`config.mk`:
```
export PLATFORM = sky130hd
export DESIGN_NAME = vga_sync_decoder
export DESIGN_NICKNAME = d
export VERILOG_FILES = /design/src/rtl/vga_sync_pkg.sv /design/src/rtl/sync_edge_detect.sv /design/src/rtl/vga_sync_decoder.sv
export SDC_FILE = /design/constraint.sdc
export NUM_CORES = 1
export LEC_CHECK = 0
export ABC_AREA = 1
export CAP_MARGIN = 20
export CORE_UTILIZATION = 51
export DETAILED_ROUTE_END_ITERATION = 8
export PLACE_DENSITY_LB_ADDON = 0.05
export SLEW_MARGIN = 25
export SYNTH_ARGS = -nofsm -noshare
export SYNTH_HDL_FRONTEND = slang
export SYNTH_SLANG_ARGS = --single-unit
```
`constraint.sdc`:
```
create_clock -name clk -period 2.1 [get_ports clk]
set_clock_uncertainty 0.1 [all_clocks]
set_input_delay 0.63 -clock clk [delete_from_list [all_inputs] [get_ports clk]]
set_output_delay 0.63 -clock clk [all_outputs]
set_load 0.005 [all_outputs]
```
`src/rtl/vga_sync_pkg.sv`:
```
// Shared types and default timing for the VGA sync decoder.
// Defaults describe the 682x524 scan-doubled output timing.
package vga_sync_pkg;

  typedef enum logic [1:0] {SEARCH, VERIFY, LOCKED} lock_state_e;

  localparam int CNT_W_DEF       = 11;
  localparam int H_TOTAL_DEF     = 682;
  localparam int V_TOTAL_DEF     = 524;
  localparam int H_BP_DEF        = 32;
  localparam int V_BP_DEF        = 32;
  localparam int H_ACTIVE_DEF    = 512;
  localparam int V_ACTIVE_DEF    = 480;
  localparam int H_SYNC_DEF      = 80;
  localparam int V_SYNC_DEF      = 2;
  localparam int LOCK_FRAMES_DEF = 2;

endpackage

```
`src/rtl/sync_edge_detect.sv`:
```
// Two-flop synchronizer for an active-low sync input plus a one-cycle
// pulse on its trailing (rising) edge.
module sync_edge_detect (
  input  logic clk,
  input  logic reset,
  input  logic sync_n,
  output logic pulse
);

  logic s1, s2, prev;

  // Flops reset high so an idle (high) input never fakes an edge.
  always_ff @(posedge clk) begin
    if (reset) begin
      s1   <= 1'b1;
      s2   <= 1'b1;
      prev <= 1'b1;
    end else begin
      s1   <= sync_n;
      s2   <= s1;
      prev <= s2;
    end
  end

  assign pulse = s2 & ~prev;

endmodule

```
`src/rtl/vga_sync_decoder.sv`:
```
// Recovers line/frame position, active window and lock state from an
// active-low HSYNC/VSYNC pair by measuring line length and frame height.
module vga_sync_decoder
  import vga_sync_pkg::*;
#(
  parameter int H_BACKPORCH = H_BP_DEF,
  parameter int V_BACKPORCH = V_BP_DEF,
  parameter int H_ACTIVE    = H_ACTIVE_DEF,
  parameter int V_ACTIVE    = V_ACTIVE_DEF,
  parameter int CNT_W       = CNT_W_DEF,
  parameter int LOCK_FRAMES = LOCK_FRAMES_DEF
) (
  input  logic             clk,
  input  logic             reset,
  input  logic             hsync_n,
  input  logic             vsync_n,
  output logic [CNT_W-1:0] x,
  output logic [CNT_W-1:0] y,
  output logic             active,
  output logic             new_line,
  output logic             new_frame,
  output logic [CNT_W-1:0] line_len,
  output logic [CNT_W-1:0] frame_lines,
  output logic             locked
);

  localparam int MW = (LOCK_FRAMES < 1) ? 1 : $clog2(LOCK_FRAMES + 1);
  localparam logic [CNT_W-1:0] CMAX = '1;
  localparam logic [CNT_W-1:0] H_LO = CNT_W'(H_BACKPORCH);
  localparam logic [CNT_W-1:0] H_HI = CNT_W'(H_BACKPORCH + H_ACTIVE);
  localparam logic [CNT_W-1:0] V_LO = CNT_W'(V_BACKPORCH);
  localparam logic [CNT_W-1:0] V_HI = CNT_W'(V_BACKPORCH + V_ACTIVE);

  logic             h_edge, v_edge;
  logic [CNT_W-1:0] hpos, vpos, hpos_nxt, vpos_nxt, hlen, vlen;
  logic [CNT_W-1:0] ref_len, ref_lines;
  logic [MW-1:0]    match_cnt;
  logic             skip_len, line_bad, frame_bad, sat, go_lock, lock_nxt, win_nxt;
  lock_state_e      state;

  sync_edge_detect u_hs (.clk(clk), .reset(reset), .sync_n(hsync_n), .pulse(h_edge));
  sync_edge_detect u_vs (.clk(clk), .reset(reset), .sync_n(vsync_n), .pulse(v_edge));

  assign hlen = hpos + CNT_W'(1);
  assign vlen = vpos + CNT_W'(1);

  always_comb begin
    hpos_nxt = hpos;
    if (h_edge)            hpos_nxt = '0;
    else if (hpos != CMAX) hpos_nxt = hlen;
    vpos_nxt = vpos;
    if (v_edge)                      vpos_nxt = '0;
    else if (h_edge && vpos != CMAX) vpos_nxt = vlen;
  end

  // The line ending right after a VSYNC edge may be partial, so skip its check.
  assign line_bad  = h_edge & ~skip_len & (hlen != ref_len);
  assign frame_bad = v_edge & (vlen != ref_lines);
  assign sat       = (hpos_nxt == CMAX) | (vpos_nxt == CMAX);
  // Lock needs LOCK_FRAMES matches already counted plus one more clean frame.
  assign go_lock   = (state == VERIFY) & v_edge & ~line_bad & ~frame_bad &
                     (match_cnt >= MW'(LOCK_FRAMES));
  assign lock_nxt  = go_lock | ((state == LOCKED) & ~(line_bad | frame_bad | sat));
  assign win_nxt   = (hpos_nxt >= H_LO) && (hpos_nxt < H_HI) &&
                     (vpos_nxt >= V_LO) && (vpos_nxt < V_HI);

  always_ff @(posedge clk) begin
    if (reset) begin
      hpos        <= '0;
      vpos        <= '0;
      x           <= '0;
      y           <= '0;
      active      <= 1'b0;
      locked      <= 1'b0;
      new_line    <= 1'b0;
      new_frame   <= 1'b0;
      line_len    <= '0;
      frame_lines <= '0;
      skip_len    <= 1'b0;
    end else begin
      hpos      <= hpos_nxt;
      vpos      <= vpos_nxt;
      x         <= hpos_nxt - H_LO;
      y         <= vpos_nxt - V_LO;
      active    <= win_nxt & lock_nxt;
      locked    <= lock_nxt;
      new_line  <= h_edge;
      new_frame <= v_edge;
      if (h_edge) line_len    <= hlen;
      if (v_edge) frame_lines <= vlen;
      if (v_edge)      skip_len <= 1'b1;
      else if (h_edge) skip_len <= 1'b0;
    end
  end

  always_ff @(posedge clk) begin
    if (reset) begin
      state     <= SEARCH;
      ref_len   <= '0;
      ref_lines <= '0;
      match_cnt <= '0;
    end else begin
      case (state)
        SEARCH: if (v_edge) begin
          ref_len   <= line_len;
          ref_lines <= vlen;
          match_cnt <= MW'(1);
          state     <= VERIFY;
        end
        VERIFY: begin
          if (line_bad || frame_bad) state <= SEARCH;
          else if (go_lock)          state <= LOCKED;
          else if (v_edge)           match_cnt <= match_cnt + MW'(1);
        end
        LOCKED: if (line_bad || frame_bad || sat) state <= SEARCH;
        default: state <= SEARCH;
      endcase
    end
  end

endmodule

```
==> metrics, run 1 <==
final critical path time including I/O delays and setup=2160 ps; register bit count reported by yosys=93; Yosys top cell area share=40.0%; setup slack, reg-to-reg=-60 ps; crit path max-delay cell type=dfxtp_4; Syn Nets=711; sink count of the clock tree=93; fill cell total of the finished layout=733; drt first-iter violations=411; layout cell share with drive strength beyond 1=26.7%; arrival time at the worst endpoint=2360 ps; maximum vdd drop=0.000450 V; area used by multi-input combinational logic=2620 µm²; relative slew slack=70.2%; Critical Path Start Type=flip-flop; share of the clock period used by the worst path=103%; buffer and inverter count on the worst path=1; largest fanout of any net on the critical path=4; global router's overall resource usage=27.8%; vias post-DR=4902; sequential cell area=1890 µm²; chain of cells forming the critical path=ha_4 > nand2_4 > nor2_4 > buf_6 > nand2_1 > nand3b_1 > nand2_1 > nor2_2 > nand3_1 > nor2_2 > nor2_2 > nor2_4 > nand2_1 > nand2_1 > nand2_2 > nor2_2; die footprint=9520 µm²; critical path class=flip-flop to flip-flop; Detailed Place HPWL=9.27 mm; prevailing post-synth register cell=dfxtp_1; first-pass GRT wire length=21.2 mm; Worst Setup EP=active; mean cell area of the mapped netlist=6.65 µm²; Setup WS post-layout=-59.5 ps; Max Clk Rate=463 MHz; endpoint of the most critical register-to-register path=active; Core Box Area=8760 µm²; worst reg-to-reg path cell count=16; clock slew at the register clock pins of the worst setup and hold paths=90 ps; library cell occupying the most area in the post-synthesis netlist=dfxtp_1; dominant delay contributor by cell family on the critical path=simple AND/OR/NAND/NOR gates; startpoint of the worst-slack reg-to-reg timing path=y[1]; Least-Margin Pin Slew=446 ps; worst skew pair latency=370 ps; setup repair after global routing missed its margin=true; leading cell types by total area after synthesis=dfxtp_1, nand2_1, nor2_1; final routed DRC violation total=0; Initial Util=53.2%; most common library cells after synthesis=nand2_1, nor2_1, dfxtp_1; TritonCTS clock tree=done; post-synthesis sequential area ratio=40.0%; required arrival time at the worst endpoint=2300 ps; placement row count=34; unique cell type count in the Yosys netlist=32; final layout net count=845; class of the most critical hold timing path=flip-flop to flip-flop; I/O pin count=52; Final setup violation count=4; overall power=3.59 mW; slowest cell delay on critical path=370 ps; Hold Vio Cnt, Final=0; leakage power total=3.04 nW; start point of the worst hold path=u_hs.s1; via count of the first global-routing pass=4420; post-route standard cell area excluding fillers=6490 µm²; failing checks=negative setup slack; Min Hold Slack=322 ps; Synth Instances=700; count of buffers inserted at the top-level ports=51; clock tree buffer depth=2; via count normalized by instance count=5.18; routed wire length=13.3 mm; number of iterations in the first detailed-routing pass=5; Die Span Y=97.6 µm; Crit path depth=16; Power Dens Cells=553 nW/µm²; most frequent cell after synthesis=nand2_1; max-slew violation count=0; number of warning messages in the yosys log=0; Synth-to-Final Area Change=39.3%; instance area at placement=5840 µm²; antenna violations before repair=0; die extent in x=97.6 µm; count of flip-flops with a built-in enable after synthesis=0; Async SR Flop Fraction=0%; mean routed wirelength per cell=14.0 µm; worst setup path start=y[1]; Synth Cell Area=4660 µm²; number of antenna diodes=0; total CTS buffers=9; count of maximum capacitance violations=0; RD Place Congestion=0.924; aggregate global routing overflow=0; result of the run=finished with violations; remaining number of nets flagged by the antenna check after routing=0; Clock H-tree levels=3; maximum number of pins on one net before global-route repair=57; root cell of the clock tree=clkbuf_8; sort of element at the end of the critical path=flip-flop
## registers in the layout, indices dropped and copies added (netlist names)
signal,count
skip_len,1
state,2
new_line,1
hpos,6
u_hs.prev,1
frame_lines,11
line_len,11
match_cnt,2
u_vs.s1,1
u_vs.s2,1
y,11
vpos,6
u_hs.s2,1
new_frame,1
u_vs.prev,1
u_hs.s1,1
locked,1
x,11
ref_len,11
ref_lines,11
active,1
## metrics by stage
| stage | setup WS, ps | instances | TNS, ps | utilization [%] |
|---|---|---|---|---|
| after floorplan | 11.6 | 700 | 0 | - |
| after global placement | -198 | 917 | -444 | 66.6 |
| after detailed placement | -234 | 917 | -543 | 66.6 |
| after CTS | -30.5 | 937 | -40.5 | 70.4 |
| after global routing | -231 | 946 | -1540 | 74.0 |
| final | -59.5 | 946 | -84.7 | 74.0 |
## layout make-up
class                           count  share of cell area (%)
Timing Repair Buffer              153                    20.4
Clock buffer                       11                    2.33
Sequential cell                    93                    29.1
Tap cell                          108                    2.08
Inverter                           82                    4.90
Clock inverter                      4                   0.829
Multi-Input combinational cell    495                    40.3
## where the power goes
group          leakage, nW  switching (mW)  total [mW]  internal [mW]
sequential           0.764          0.0365        1.85           1.82
clock                0.106           0.646        1.26          0.617
combinational         2.17           0.245       0.469          0.224
## worst min path at each step
stage	endpoint	slack (ps)	depth (start not counted)
after floorplan	u_hs.s2	290	1
after global placement	u_vs.s2	290	1
after detailed placement	u_hs.s2	300	1
after CTS	u_hs.s2	320	1
after global routing	u_hs.s2	340	1
final	u_hs.s2	320	1
## per-layer routing
metal	wire [µm]	up-vias	global-route usage (%)	share of wire, %
met1	6540	2252	41.3	49
met4	180	0	9.16	1.4
met3	816	17	3.67	6.2
met5	0	-	0	0
li1	-	2462	-	-
met2	5720	171	41.3	43
## cells by family (layout without fill, tap and decap cells)
| family | Yosys count | count (layout) | synth area share, % |
|---|---|---|---|
| simple gates | 393 | 393 | 36.9 |
| buf+inv | 112 | 250 | 10.1 |
| flops | 93 | 93 | 40.0 |
| compound gates | 91 | 91 | 10.4 |
| fa+ha+maj | 7 | 7 | 1.88 |
| xor+xnor | 4 | 4 | 0.752 |
## cell usage in the layout, fill, tap and decap left out, types with 6 or more instances in the layout
cell	n
a21oi_1	45
buf_4	93
buf_6	8
clkbuf_8	11
clkdlybuf4s50_1	44
dfxtp_1	83
dfxtp_4	6
inv_1	75
nand2_1	169
nand2_2	22
nand2_4	6
nand3_1	45
nand3_2	10
nand3b_1	10
nand4_1	6
nor2_1	80
nor2_2	21
nor2_4	13
o21ai_0	28
## worst reg2reg max path, delay by kind of cell, from the launching register on
kind | cells | cell delay, ps
and+or+nand+nor | 14 | 1360
DFF | 1 | 370
adders and majority gates | 1 | 150
buffers and inverters | 1 | 140
## timing repair
action | 4_1_cts | 5_1_grt
setup buffers | 5 | 9
hold buffers | 0 | 0
endpoints found under the setup margin | 17 | 25
gates resized for setup | 36 | 76
pin swaps | 10 | 34
Power figures use the tool's default switching activity.
==> inputs of run 2 (changes only) <==
CORE_UTILIZATION = 53   (was 51)
CTS_BUF_LIST = sky130_fd_sc_hd__clkbuf_4   (was unset)
CTS_CLUSTER_DIAMETER = 50   (was unset)
==> run 2 against run 1 <==
Compared with the run above:
- the flow still finishes with violations (negative setup slack)
- first-iteration DRC count fell by 20%
- worst setup slack got worse by 30 ps
- maximum frequency fell by 1.4%
- wire length fell by 1.2%
- register-to-register slack got worse by 30 ps
- critical path type unchanged
- highest routed layer unchanged
==> metrics, run 2 (synthesis gave the netlist of run 1 again) <==
antenna violations before repair=0; total CTS buffers=9; setup repair after global routing missed its margin=true; chain of cells forming the critical path=buf_6 > nand2_1 > nor2_4 > buf_4 > nand2_1 > nand2_1 > nand3_1 > nand2_2 > nor2_2 > nand3_2 > nor2_1 > nor2_2 > nor2_4 > nand2_1 > nand2_1 > nand2_2 > nor2_2; arrival time at the worst endpoint=2450 ps; Least-Margin Pin Slew=513 ps; first-pass GRT wire length=20.3 mm; via count of the first global-routing pass=4250; I/O pin count=52; Power Dens Cells=517 nW/µm²; maximum vdd drop=0.000420 V; internal power contribution=2.43 mW; cell repeated most along the worst path=nand2_1; result of the run=finished with violations; Flop pwr share=56.3%; crit path max-delay cell type=dfxtp_4; commonest non-fill, non-tap cells in the layout=nand2_1, buf_4, nor2_1, dfxtp_1, inv_1; die footprint=9170 µm²; Gate power share=14.2%; TritonCTS clock tree=done; worst skew pair latency=430 ps; relative contribution of the clock network to total power=29.5%; Synth-to-Final Area Change=36.9%; critical path class=flip-flop to flip-flop; largest fanout of any net on the critical path=4; relative slew slack=65.8%; Initial Util=55.9%; Die Span Y=95.8 µm; startpoint of the worst-slack reg-to-reg timing path=y[1]; via count normalized by instance count=5.19; failing checks=negative setup slack; routed wire length=13.1 mm; RD Place Congestion=0.908; mean routed wirelength per cell=13.9 µm; max-slew violation count=0; share of the core filled with cells=76.4%; root cell of the clock tree=clkbuf_4; Critical Path Start Type=flip-flop; Core Box Area=8340 µm²; dominant delay contributor by cell family on the critical path=simple AND/OR/NAND/NOR gates; Switching Share=26.3%; switching power=865 µW; clock tree buffer depth=2; slowest cell delay on critical path=380 ps; worst slack at placement=-243 ps; sink count of the clock tree=93; sort of element at the end of the critical path=flip-flop; global router's overall resource usage=28.9%; remaining number of nets flagged by the antenna check after routing=0; die extent in x=95.8 µm; number of iterations in the first detailed-routing pass=5; vias post-DR=4903; Clock H-tree levels=3; aggregate global routing overflow=0; worst setup path start=y[1]; Hold Vio Cnt, Final=0; layout cell share with drive strength beyond 1=27.5%; count of maximum capacitance violations=0; placement row count=33; class of the most critical hold timing path=input pin to flip-flop; final layout net count=845; # hold bufs at CTS=0; final routed DRC violation total=0; Max Clk Rate=457 MHz; required arrival time at the worst endpoint=2360 ps; count of buffers inserted at the top-level ports=51; number of antenna diodes=0; maximum number of pins on one net before global-route repair=36; Setup WS post-layout=-89.9 ps; Detailed Place HPWL=9.46 mm; buffer and inverter count on the worst path=2; most frequent standard cell in the layout excluding fill and tap cells=nand2_1; final critical path time including I/O delays and setup=2190 ps; leakage power total=2.96 nW; drt first-iter violations=327; clock slew at the register clock pins of the worst setup and hold paths=130 ps; start point of the worst hold path=reset; Final setup violation count=5; share of the clock period used by the worst path=104%
run 2: cell type report:
| class | count | area (µm²) |
|---|---|---|
| clock buffers | 11 | 82.6 |
| clock inverters | 5 | 51.3 |
| fillers | 661 | 1970 |
| inverters | 82 | 319 |
| multi-input cells | 495 | 2590 |
| flip-flops and latches | 93 | 1900 |
| well taps | 105 | 131 |
| repair buffers | 153 | 1300 |
run 2: through the flow:
stage               power [mW]  setup TNS [ps]  instances  hold slack, ps  area (µm²)
CTS                       3.28            -129        928             317        6050
global placement          2.30            -450        908             292        5780
finish                    3.29            -278        944             337        6370
floorplan                 2.12               0        700             289        4690
detailed placement        2.31            -762        908             306        5780
global route              3.43           -1440        944             327        6370
run 2: worst register-to-register path, stage by stage, from the launching register on:
cell	delay (ps)
dfxtp_4	380
buf_6	130
nand2_1	120
nor2_4	50
buf_4	140
nand2_1	90
nand2_1	80
nand3_1	90
nand2_2	70
nor2_2	120
nand3_2	110
nor2_1	130
nor2_2	70
nor2_4	130
nand2_1	60
nand2_1	70
nand2_2	90
nor2_2	120
run 2: what timing repair did:
action                                 CTS  global route
pin swaps                                9            36
setup buffers                            4            16
gates resized for setup                 46            68
setup endpoints to repair               23            17
cloned                                   0             0
endpoints found under the hold margin    0             0
run 2: metal layers:
metal | track usage, % | up-vias | wire length (µm) | part of all wire [%]
met3 | 3.24 | 15 | 638 | 4.9
met2 | 43.6 | 140 | 5760 | 44
met4 | 7.59 | 0 | 144 | 1.1
met1 | 43.4 | 2282 | 6550 | 50
li1 | - | 2466 | - | -
met5 | 0 | - | 0 | 0
run 2: worst paths after layout:
path                     to  slack [ps]  cells after the start
setup / recovery     active         -90                     17
hold / removal      u_vs.s1         340                      2
setup reg to reg     active         -90                     17
hold reg to reg   u_vs.prev         340                      2
run 2: power by group through the flow:
| stage | Clock, mW | Combinational, mW | Sequential, mW |
|---|---|---|---|
| 3_5_place_dp | 0 | 0.418 | 1.89 |
| 2_1_floorplan | 0 | 0.222 | 1.90 |
| 4_1_cts | 0.988 | 0.433 | 1.86 |
| 6_report | 0.971 | 0.468 | 1.86 |
| 3_3_place_gp | 0 | 0.414 | 1.89 |
| 5_1_grt | 1.05 | 0.514 | 1.86 |
